[src/rtl/multicycle_control_unit.sv]
// Multi-cycle RV32 control sequencer: steps each instruction through fetch/decode/execute/
// memory/writeback states, handshakes with a shared memory and counts retired instructions.
module multicycle_control_unit #(
  parameter int unsigned ALU_CTRL_W     = 4,
  parameter int unsigned TIMEOUT_CYCLES = 16,
  parameter int unsigned CNT_W          = 32,
  parameter bit          TRAP_HALT      = 1'b0
) (
  input  logic                  i_clk,
  input  logic                  i_rst,
  input  logic [6:0]            i_opcode,
  input  logic [2:0]            i_funct3,
  input  logic [6:0]            i_funct7,
  input  logic                  i_zero,
  input  logic                  i_mem_ready,
  output logic                  o_mem_req,
  output logic                  o_mem_we,
  output logic                  o_mem_half,
  output logic                  o_ir_write,
  output logic                  o_pc_write,
  output logic                  o_pc_src,
  output logic                  o_alu_src,
  output logic [ALU_CTRL_W-1:0] o_alu_control,
  output logic                  o_reg_write,
  output logic [1:0]            o_wb_sel,
  output logic                  o_illegal,
  output logic                  o_bus_error,
  output logic [3:0]            o_state,
  output logic [CNT_W-1:0]      o_retired
);

  localparam logic [3:0] ST_FETCH  = 4'd0;
  localparam logic [3:0] ST_DECODE = 4'd1;
  localparam logic [3:0] ST_EXEC_R = 4'd2;
  localparam logic [3:0] ST_EXEC_I = 4'd3;
  localparam logic [3:0] ST_WB_ALU = 4'd4;
  localparam logic [3:0] ST_MEM_RD = 4'd5;
  localparam logic [3:0] ST_MEM_WR = 4'd6;
  localparam logic [3:0] ST_BRANCH = 4'd7;
  localparam logic [3:0] ST_JAL    = 4'd8;
  localparam logic [3:0] ST_TRAP   = 4'd9;

  localparam logic [6:0] OP_R   = 7'b0110011;
  localparam logic [6:0] OP_I   = 7'b0010011;
  localparam logic [6:0] OP_LH  = 7'b0001011;
  localparam logic [6:0] OP_SW  = 7'b0100011;
  localparam logic [6:0] OP_SH  = 7'b0101011;
  localparam logic [6:0] OP_BR  = 7'b1100011;
  localparam logic [6:0] OP_JAL = 7'b1101111;

  localparam logic [ALU_CTRL_W-1:0] ALU_ADD = ALU_CTRL_W'(4'b0000);
  localparam logic [ALU_CTRL_W-1:0] ALU_SUB = ALU_CTRL_W'(4'b0001);
  localparam logic [ALU_CTRL_W-1:0] ALU_AND = ALU_CTRL_W'(4'b0010);
  localparam logic [ALU_CTRL_W-1:0] ALU_OR  = ALU_CTRL_W'(4'b0011);
  localparam logic [ALU_CTRL_W-1:0] ALU_SLL = ALU_CTRL_W'(4'b0101);

  localparam int unsigned WAIT_W = (TIMEOUT_CYCLES > 1) ? $clog2(TIMEOUT_CYCLES) : 1;

  logic [3:0]        r_state;
  logic [WAIT_W-1:0] r_wait;
  logic [CNT_W-1:0]  r_retired;
  logic              r_illegal;
  logic              r_bus_error;

  logic [3:0]        w_state_d;
  logic [WAIT_W-1:0] w_wait_d;
  logic              w_retire;
  logic              w_trap_ill;
  logic              w_trap_bus;
  logic              w_r_legal;
  logic              w_i_legal;
  logic              w_br_legal;
  logic              w_br_taken;
  logic              w_access;
  logic              w_timeout;

  always_comb begin
    w_r_legal  = ((i_funct3 == 3'b000) && ((i_funct7 == 7'b0000000) || (i_funct7 == 7'b0100000)))
                 || (i_funct3 == 3'b110) || (i_funct3 == 3'b001);
    w_i_legal  = (i_funct3 == 3'b000) || (i_funct3 == 3'b111);
    w_br_legal = (i_funct3 == 3'b000) || (i_funct3 == 3'b001);
    w_br_taken = ((i_funct3 == 3'b001) && !i_zero) || ((i_funct3 == 3'b000) && i_zero);
    w_access   = (r_state == ST_FETCH) || (r_state == ST_MEM_RD) || (r_state == ST_MEM_WR);
    // A ready on the last allowed wait cycle still completes the access.
    w_timeout  = (TIMEOUT_CYCLES != 0) && w_access && !i_mem_ready
                 && (32'(r_wait) == TIMEOUT_CYCLES - 1);
  end

  always_comb begin
    w_state_d  = r_state;
    w_retire   = 1'b0;
    w_trap_ill = 1'b0;
    w_trap_bus = 1'b0;
    case (r_state)
      ST_FETCH: begin
        if (i_mem_ready) w_state_d = ST_DECODE;
        else if (w_timeout) begin
          w_state_d  = ST_TRAP;
          w_trap_bus = 1'b1;
        end
      end
      ST_DECODE: begin
        case (i_opcode)
          OP_R:         w_state_d = ST_EXEC_R;
          OP_I:         w_state_d = ST_EXEC_I;
          OP_LH:        w_state_d = ST_MEM_RD;
          OP_SW, OP_SH: w_state_d = ST_MEM_WR;
          OP_BR:        w_state_d = ST_BRANCH;
          OP_JAL:       w_state_d = ST_JAL;
          default: begin
            w_state_d  = ST_TRAP;
            w_trap_ill = 1'b1;
          end
        endcase
      end
      ST_EXEC_R, ST_EXEC_I: begin
        if ((r_state == ST_EXEC_R) ? w_r_legal : w_i_legal) w_state_d = ST_WB_ALU;
        else begin
          w_state_d  = ST_TRAP;
          w_trap_ill = 1'b1;
        end
      end
      ST_WB_ALU, ST_JAL: begin
        w_state_d = ST_FETCH;
        w_retire  = 1'b1;
      end
      ST_MEM_RD, ST_MEM_WR: begin
        if (i_mem_ready) begin
          w_state_d = ST_FETCH;
          w_retire  = 1'b1;
        end else if (w_timeout) begin
          w_state_d  = ST_TRAP;
          w_trap_bus = 1'b1;
        end
      end
      ST_BRANCH: begin
        if (w_br_legal) begin
          w_state_d = ST_FETCH;
          w_retire  = 1'b1;
        end else begin
          w_state_d  = ST_TRAP;
          w_trap_ill = 1'b1;
        end
      end
      ST_TRAP: w_state_d = TRAP_HALT ? ST_TRAP : ST_FETCH;
      default: w_state_d = ST_FETCH;
    endcase

    if (w_state_d != r_state)          w_wait_d = '0;
    else if (w_access && !i_mem_ready) w_wait_d = r_wait + 1'b1;
    else                               w_wait_d = r_wait;
  end

  always_ff @(posedge i_clk) begin
    if (i_rst) begin
      r_state     <= ST_FETCH;
      r_wait      <= '0;
      r_retired   <= '0;
      r_illegal   <= 1'b0;
      r_bus_error <= 1'b0;
    end else begin
      r_state     <= w_state_d;
      r_wait      <= w_wait_d;
      r_illegal   <= w_trap_ill;
      r_bus_error <= w_trap_bus;
      if (w_retire) r_retired <= r_retired + 1'b1;
    end
  end

  always_comb begin
    o_mem_req     = 1'b0;
    o_mem_we      = 1'b0;
    o_mem_half    = 1'b0;
    o_ir_write    = 1'b0;
    o_pc_write    = 1'b0;
    o_pc_src      = 1'b0;
    o_alu_src     = 1'b0;
    o_alu_control = ALU_ADD;
    o_reg_write   = 1'b0;
    o_wb_sel      = 2'b00;
    o_illegal     = 1'b0;
    o_bus_error   = 1'b0;
    if (!i_rst) begin
      case (r_state)
        ST_FETCH: begin
          o_mem_req  = 1'b1;
          o_ir_write = i_mem_ready;
          o_pc_write = i_mem_ready;
        end
        ST_EXEC_R: begin
          if (i_funct3 == 3'b000 && i_funct7 == 7'b0100000) o_alu_control = ALU_SUB;
          else if (i_funct3 == 3'b110)                      o_alu_control = ALU_OR;
          else if (i_funct3 == 3'b001)                      o_alu_control = ALU_SLL;
        end
        ST_EXEC_I: begin
          o_alu_src = 1'b1;
          if (i_funct3 == 3'b111) o_alu_control = ALU_AND;
        end
        ST_WB_ALU: o_reg_write = 1'b1;
        ST_MEM_RD: begin
          o_alu_src  = 1'b1;
          o_mem_req  = 1'b1;
          o_mem_half = 1'b1;
          if (i_mem_ready) begin
            o_reg_write = 1'b1;
            o_wb_sel    = 2'b01;
          end
        end
        ST_MEM_WR: begin
          o_alu_src  = 1'b1;
          o_mem_req  = 1'b1;
          o_mem_we   = 1'b1;
          o_mem_half = (i_opcode == OP_SH);
        end
        ST_BRANCH: begin
          o_alu_control = ALU_SUB;
          if (w_br_legal && w_br_taken) begin
            o_pc_write = 1'b1;
            o_pc_src   = 1'b1;
          end
        end
        ST_JAL: begin
          o_pc_write  = 1'b1;
          o_pc_src    = 1'b1;
          o_reg_write = 1'b1;
          o_wb_sel    = 2'b10;
        end
        ST_TRAP: begin
          o_illegal   = r_illegal;
          o_bus_error = r_bus_error;
        end
        default: ;
      endcase
    end
  end

  assign o_state   = r_state;
  assign o_retired = r_retired;

endmodule

[config.mk]
export PLATFORM = sky130hd
export DESIGN_NAME = multicycle_control_unit
export DESIGN_NICKNAME = d
export VERILOG_FILES = /design/src/rtl/multicycle_control_unit.sv
export SDC_FILE = /design/constraint.sdc
export NUM_CORES = 1
export LEC_CHECK = 0
export CORE_UTILIZATION = 30
export DETAILED_ROUTE_END_ITERATION = 6
export PLACE_DENSITY = 0.54
export SYNTH_ARGS = -nofsm -noshare
export SYNTH_HDL_FRONTEND = slang
export SYNTH_SLANG_ARGS = --single-unit
[constraint.sdc]
create_clock -name i_clk -period 3.2 [get_ports i_clk]
set_input_delay 0.48 -clock i_clk [delete_from_list [all_inputs] [get_ports i_clk]]
set_output_delay 0.48 -clock i_clk [all_outputs]
set_load 0.005 [all_outputs]
# Word level (Yosys, flattened, before mapping)
# Index checks and enable logic that the tools add are counted.
dict set report classes {
  n_lt_le_gt_ge 0
  n_mux 46
  addsub 2
  multipliers 0
  n_eq_ne 22
  n_reduce_logical 29
  n_bitwise 1
  div_mod_pow 0
  shift 0
}
# op n
set op_table {}
lappend op_table {{$add A32 B1 Y32 const B} 1}
lappend op_table {{$eq A7 B6 Y1 const B} 4}
lappend op_table {{$mux W1} 25}
lappend op_table {{$pmux W4 S6} 1}
lappend op_table {{$mux W4} 5}
lappend op_table {{$pmux W4 S5} 1}
lappend op_table {{$eq A4 B3 Y1 const B} 4}
lappend op_table {{$eq A7 B7 Y1 const B} 2}
lappend op_table {{$eq A4 B4 Y1 const B} 3}
lappend op_table {{$mux W3} 4}
lappend op_table {{$reduce_or A2 Y1} 5}
lappend op_table {{$pmux W1 S3} 3}
lappend op_table {{$pmux W3 S3} 1}
lappend op_table {{$reduce_or A3 Y1} 3}
lappend op_table {{$eq A4 B2 Y1 const B} 2}
lappend op_table {{$logic_or A1 B1 Y1} 8}
lappend op_table {{$eq A7 B4 Y1 const B} 1}
lappend op_table {{$eq A7 B5 Y1 const B} 1}
lappend op_table {{$logic_and A1 B1 Y1} 7}
lappend op_table {{$logic_not A7 Y1} 1}
lappend op_table {{$reduce_or A7 Y1} 1}
lappend op_table {{$eq A3 B3 Y1 const B} 2}
lappend op_table {{$pmux W1 S2} 3}
lappend op_table {{$add A4 B1 Y4 const B} 1}
lappend op_table {{other kinds (9)} 11}
dict set report totals {
  elab_cells 105
  in_bits 21
  n_memories 0
  rom_bits 0
  ff_bits 42
  ramBits 0
  latchBits 0
}

# Depth between registers and ports, before layout
# Gate-level depths: netlist of the first run.
dict set report logic_depth {
  depth_word 10
  mapped_depth 8
  depth_no_buf 6
}

# Worst setup path after synthesis of the first run
# No wires, ideal clock.
dict set report synth_timing {
  path_type {in2reg}
  from {input port i_funct3[2]}
  to {register r_retired[31] (netlist: o_retired[31])}
  path_buffers 2
  arrival_time_ns 2.119
  setup_ns 0.071
  path_stages 7
  slack_ns 1.010
  path_cell_list {clkbuf_1 -> o211ai_1 -> o211ai_1 -> a21o_1 -> buf_6 -> or4_1 -> a21oi_1}
}
dict set report synth_via {
  elab_chain_cells 4
}
# element line
set synth_rtl {}
lappend synth_rtl {{start, declared} 12} ;# input logic [2:0] i_funct3,
lappend synth_rtl {{$eq A3 B1 Y1 or $logic_not A3 Y1 (tied branches)} 81} ;# w_br_legal = (i_funct3 == 3'b000) || (i_funct3 == 3'b001);
lappend synth_rtl {{$logic_or A1 B1 Y1 (*)} 81}
lappend synth_rtl {{$mux W1 (*)} 137} ;# if (w_br_legal) begin
lappend synth_rtl {{$pmux W1 S3 (*)} 94} ;# case (r_state)
lappend synth_rtl {{end signal, assigned} 166} ;# if (w_retire) r_retired <= r_retired + 1'b1;
lappend synth_rtl {{end, declared} 61} ;# logic [CNT_W-1:0] r_retired;
# Every way passes the cells marked *; elsewhere a longest branch is shown, timed or not.
# A chain may end at the register's enable or synchronous reset.

# Worst setup path after layout of the first run
dict set report layout_timing {
  from {register r_state[0] (netlist: o_state[0])}
  to {output port o_illegal}
}
dict set report layout_via {
  elab_chain_cells 3
}
# element line
set layout_rtl {}
lappend layout_rtl {{start, declared} 59} ;# logic [3:0] r_state;
lappend layout_rtl {{start signal, assigned} 162} ;# r_state <= w_state_d;
lappend layout_rtl {{$eq A4 B4 Y1} 184} ;# case (r_state)
lappend layout_rtl {{$mux W1} 184}
lappend layout_rtl {{$mux W1} 183} ;# if (!i_rst) begin
lappend layout_rtl {{end, declared} 26} ;# output logic o_illegal,
# Every way passes these cells.

==> results.md, run 1 <==
- The clock-pin slew reported for the worst setup and hold paths after clock tree synthesis is 0.08 ns.
- Yosys printed 0 warnings.
- In this run the worst path has a maximum fanout of 26.
- Yosys mapped a number of flops with a built-in enable equal to 0.
- The start point of the critical path is o_state[0].
- The global-route wire length before repair is 12100 µm.
- Including well taps, the total number of placed cells is 499.
- The analysis attributes to net switching a power of 0.292 mW.
- The final RePlAce weighted congestion is 0.764.
- The die area is 0.00947 mm².
- The signal on the critical path passes through or2b_1 > nor3_1 > and2_1 > clkdlybuf4s50_1.
- Across the routed clock network, the largest skew measured is 0.00952 ns.
- The number of antenna repair diodes is 0.
- By area the synthesized netlist is led by sky130_fd_sc_hd__dfxtp_1 31%, sky130_fd_sc_hd__xnor2_1 5.8%, sky130_fd_sc_hd__a21oi_1 4.8%, sky130_fd_sc_hd__nand3_1 3.9%, sky130_fd_sc_hd__nor2_1 3.9%.
- The area share of the largest cell type after synthesis is 30.9%.
- The slowest stage of the critical path is the sky130_fd_sc_hd__dfxtp_1 cell.
- The clock network burns 38.0% of the power.
- The maximum operating frequency is 338 MHz.
- The final layout contains 421 nets.
- The overall routed net length is 7290 µm.
- The synthesized netlist devotes 32.1% of its cell area to simple gates.
- The number of distinct library cells after synthesis is 63.
- The kind of path behind the tightest hold check is reg2reg.
- The total number of vias is 2742.
- In the synthesized netlist, the number of instances is 341.
- The final count of negative-setup-slack endpoints is 0.
- The total count of hold-check failures in the final report is 0.
- The relative max-transition margin is 33.7%.
- The number of iterations in the first detailed-routing pass is 4.
- For this run the aggregate overflow at the end of global routing stands at 0.
- The die height is 97.3 µm.
- The highest ir drop seen on vdd is 0.222 mV.
- The power per standard cell area is 316 mW/mm².
- Dividing the detail-routed via count by the number of cells gives 5.41.
- Data arrives at the worst endpoint at 2.48 ns.
- The total power draw is 1.13 mW.
- The total number of placement rows is 34.
- The kind of end point of the critical path is a primary output.
- Clock tree synthesis inserted a total of 5 buffers.
- The final count of pins violating max slew is 0.
- The most common library cell in the layout ignoring fill and taps is sky130_fd_sc_hd__clkdlybuf4s50_1.
- Summing the areas of all xor and xnor instances in the mapped netlist gives 7.07% of the synthesized area.
- The buffers plus inverters on the worst setup path is 1.
- The buffer cell driving the clock tree root is sky130_fd_sc_hd__clkbuf_8.
- The tightest hold path in the finished design has a slack of 0.496 ns.
- The static leakage is 1.09 nW.
- The number of buffers on the longest clock path is 2.
- The power share of the combinational group is 13.6%.
- In the final layout, the share of cells above drive strength 1 is 6.02%.
- In this run the remaining antenna-violating nets after routing total 0.
- The fraction of synthesis flops using an asynchronous set or reset pin is 0%.
- The quantity of hold-fixing buffers added after cts is 0.
- The number of setup buffers added after CTS is 0.
- In the layout the commonest cells are 71 x sky130_fd_sc_hd__clkdlybuf4s50_1, 42 x sky130_fd_sc_hd__dfxtp_1, 28 x sky130_fd_sc_hd__nor2_1.
- By area, the combinational part of the netlist is dominated by simple AND/OR/NAND/NOR gates.
- The net switching fraction of the power is 25.8%.
- The most used flip-flop cell after synthesis is sky130_fd_sc_hd__dfxtp_1.
- The run finished with clean final reports.
- The peak per-stage delay on the critical path is 0.98 ns.
- Summing the areas of all compound-gate instances in the mapped netlist gives 21.3% of the synthesized area.
- Summed over all nets, the half-perimeter wirelength after detailed placement is 5220 µm.
- Once the floorplan was initialized, standard cells occupied 31.1% of the core.
- The internal portion of the total power is 0.840 mW.
- The final critical path takes up 92.5% of the cycle.
- The critical path is of the reg2out type.
- The count of input and output buffers is 71.
- The worst register-to-register path begins at o_state[0].
- The number of clock sinks seen by CTS is 42.
- The number of max-cap violations is 0.
- In this run the horizontal extent of the chip is 97.3 µm.
- The cell class contributing the biggest share of worst-path delay is flip-flops.
- Data on the critical path is required at its endpoint by 2.72 ns.
- Entering global routing, the biggest net connects 43 pins.
- The DRC violation count after routing is 0.
- Multiplexer cells account for 0.781% of the synthesized area.
- The clock latency on the worst-skew pair is 0.30 ns.
- The mean instance size in the synthesized netlist is 7.99 µm².
- The number of global-route vias before repair is 2461.
- After layout, the minimum clock period comes to 2.96 ns.
- The number of top-level pins is 73.
- The count of cells resized by post-cts repair is 0.
- The per-cell routed wire length is 14.4 µm.
- The startpoint identified for the worst hold timing path is o_retired[31].
- The worst setup path is launched from a register.
- The largest area contributor in the synthesized netlist is sky130_fd_sc_hd__dfxtp_1.
- The area inside the core boundary is 0.00876 mm².
- The initial antenna violation count was 0.
- After synthesis the cells add up to 0.00273 mm².
- The actual slew at the worst max-slew pin is 0.993 ns.
- Global routing consumed, over all layers together, 15.3% of the routing resources.
- Summing the areas of all fa, ha and maj instances in the mapped netlist gives 1.29% of the synthesized area.
- The share of synthesized area occupied by flip-flops and latches is 30.9%.
- The H-tree depth is 2.
- The final total negative setup slack is 0 ns.
- The net count after synthesis is 364.
- Setup repair after global routing left no endpoint under its margin.
- The number of flip-flops and latches in the synthesized netlist is 42.
- The portion of total power attributed to sequential cells is 48.4%.
- Compared with the post-synthesis result, the final layout area differs by 31.5%.
- The count of routing violations after the opening detailed-route iteration is 95.
- The TritonCTS clock tree is built.
- The post-route non-filler standard cell count is 507.
[registers in the layout, summed over array words and instances (netlist names)]
name	count
r_wait	4
r_illegal	1
o_retired	32
o_state	4
r_bus_error	1
[cell type report]
type | count | area, µm²
fill | 885 | 5180
multi-input combinational | 264 | 1710
sequential | 42 | 841
timing repair buffer | 78 | 763
tap | 108 | 135
clock buffer | 6 | 72.6
clock inverter | 2 | 37.5
inverter | 7 | 26.3
[path summary, 6_finish.rpt]
| path | to | slack (ns) | cells after the start |
|---|---|---|---|
| hold reg to reg | o_retired[31] | 0.50 | 2 |
| setup reg to reg | o_retired[28] | 0.64 | 5 |
| hold / removal | o_retired[31] | 0.50 | 2 |
| setup / recovery | o_illegal | 0.24 | 4 |
[power groups by stage]
stage                     Combinational, mW  Clock [mW]  Sequential, mW
after floorplan                       0.105           0           0.545
after global placement                0.153           0           0.560
after detailed placement              0.153           0           0.560
after CTS                             0.154       0.444           0.548
after global routing                  0.170       0.458           0.550
final                                 0.154       0.430           0.548
[per-stage QoR]
step / utilization (%) / setup slack [ns] / cell area (µm²)
final: 40.9 / 0.240 / 3580
after floorplan: - / 1.01 / 2730
after global routing: 40.9 / 0.0542 / 3580
after detailed placement: 39.6 / 0.328 / 3470
after global placement: 39.6 / 0.328 / 3470
after CTS: 40.9 / 0.220 / 3580
[synth_stat cells, drive strengths merged, types with 3 or more instances]
cell type / instances
and2: 5
clkbuf: 18
o21ai: 5
nand2: 21
nand3b: 6
o211ai: 6
nor4: 9
a31oi: 3
nor2: 28
or3: 4
inv: 7
nor2b: 4
nand4: 6
dfxtp: 42
xnor2: 18
a21oi: 26
nor3: 8
nor4b: 3
and3: 3
a211oi: 10
or4: 11
a2111oi: 5
a21boi: 3
o31ai: 11
xor2: 4
buf: 10
nand2b: 4
nand3: 21
and4: 3
[tightest hold or removal path: stages, from the launching register on]
cell	delay (ns)
sky130_fd_sc_hd__dfxtp_1	0.33
sky130_fd_sc_hd__o31ai_1	0.07
sky130_fd_sc_hd__a21oi_1	0.06
[cell families after synthesis]
family | Yosys count
buf+inv | 35
flops | 42
simple gates | 151
xor+xnor | 22
fa+ha+maj | 3
other cells | 1
mux | 2
compound gates | 85
[layer usage]
metal  track usage (%)  share of wire [%]  up-vias
li1                  -                  -     1395
met1              20.3                 47     1274
met2              25.6                 48       66
met3              2.66                3.5        7
met4              4.07                1.1        0
met5                 0                  0        -
Power figures use the tool's default switching activity.
==> inputs of run 2 (changes only) <==
--- a/config.mk
+++ b/config.mk
@@ -5,6 +5,7 @@
 export SDC_FILE = /design/constraint.sdc
 export NUM_CORES = 1
 export LEC_CHECK = 0
+export CAP_MARGIN = 15
 export CORE_UTILIZATION = 30
 export DETAILED_ROUTE_END_ITERATION = 6
 export PLACE_DENSITY = 0.54
==> results of run 2 <==
No change in the layout: final DEF, timing and power equal those of run 1.
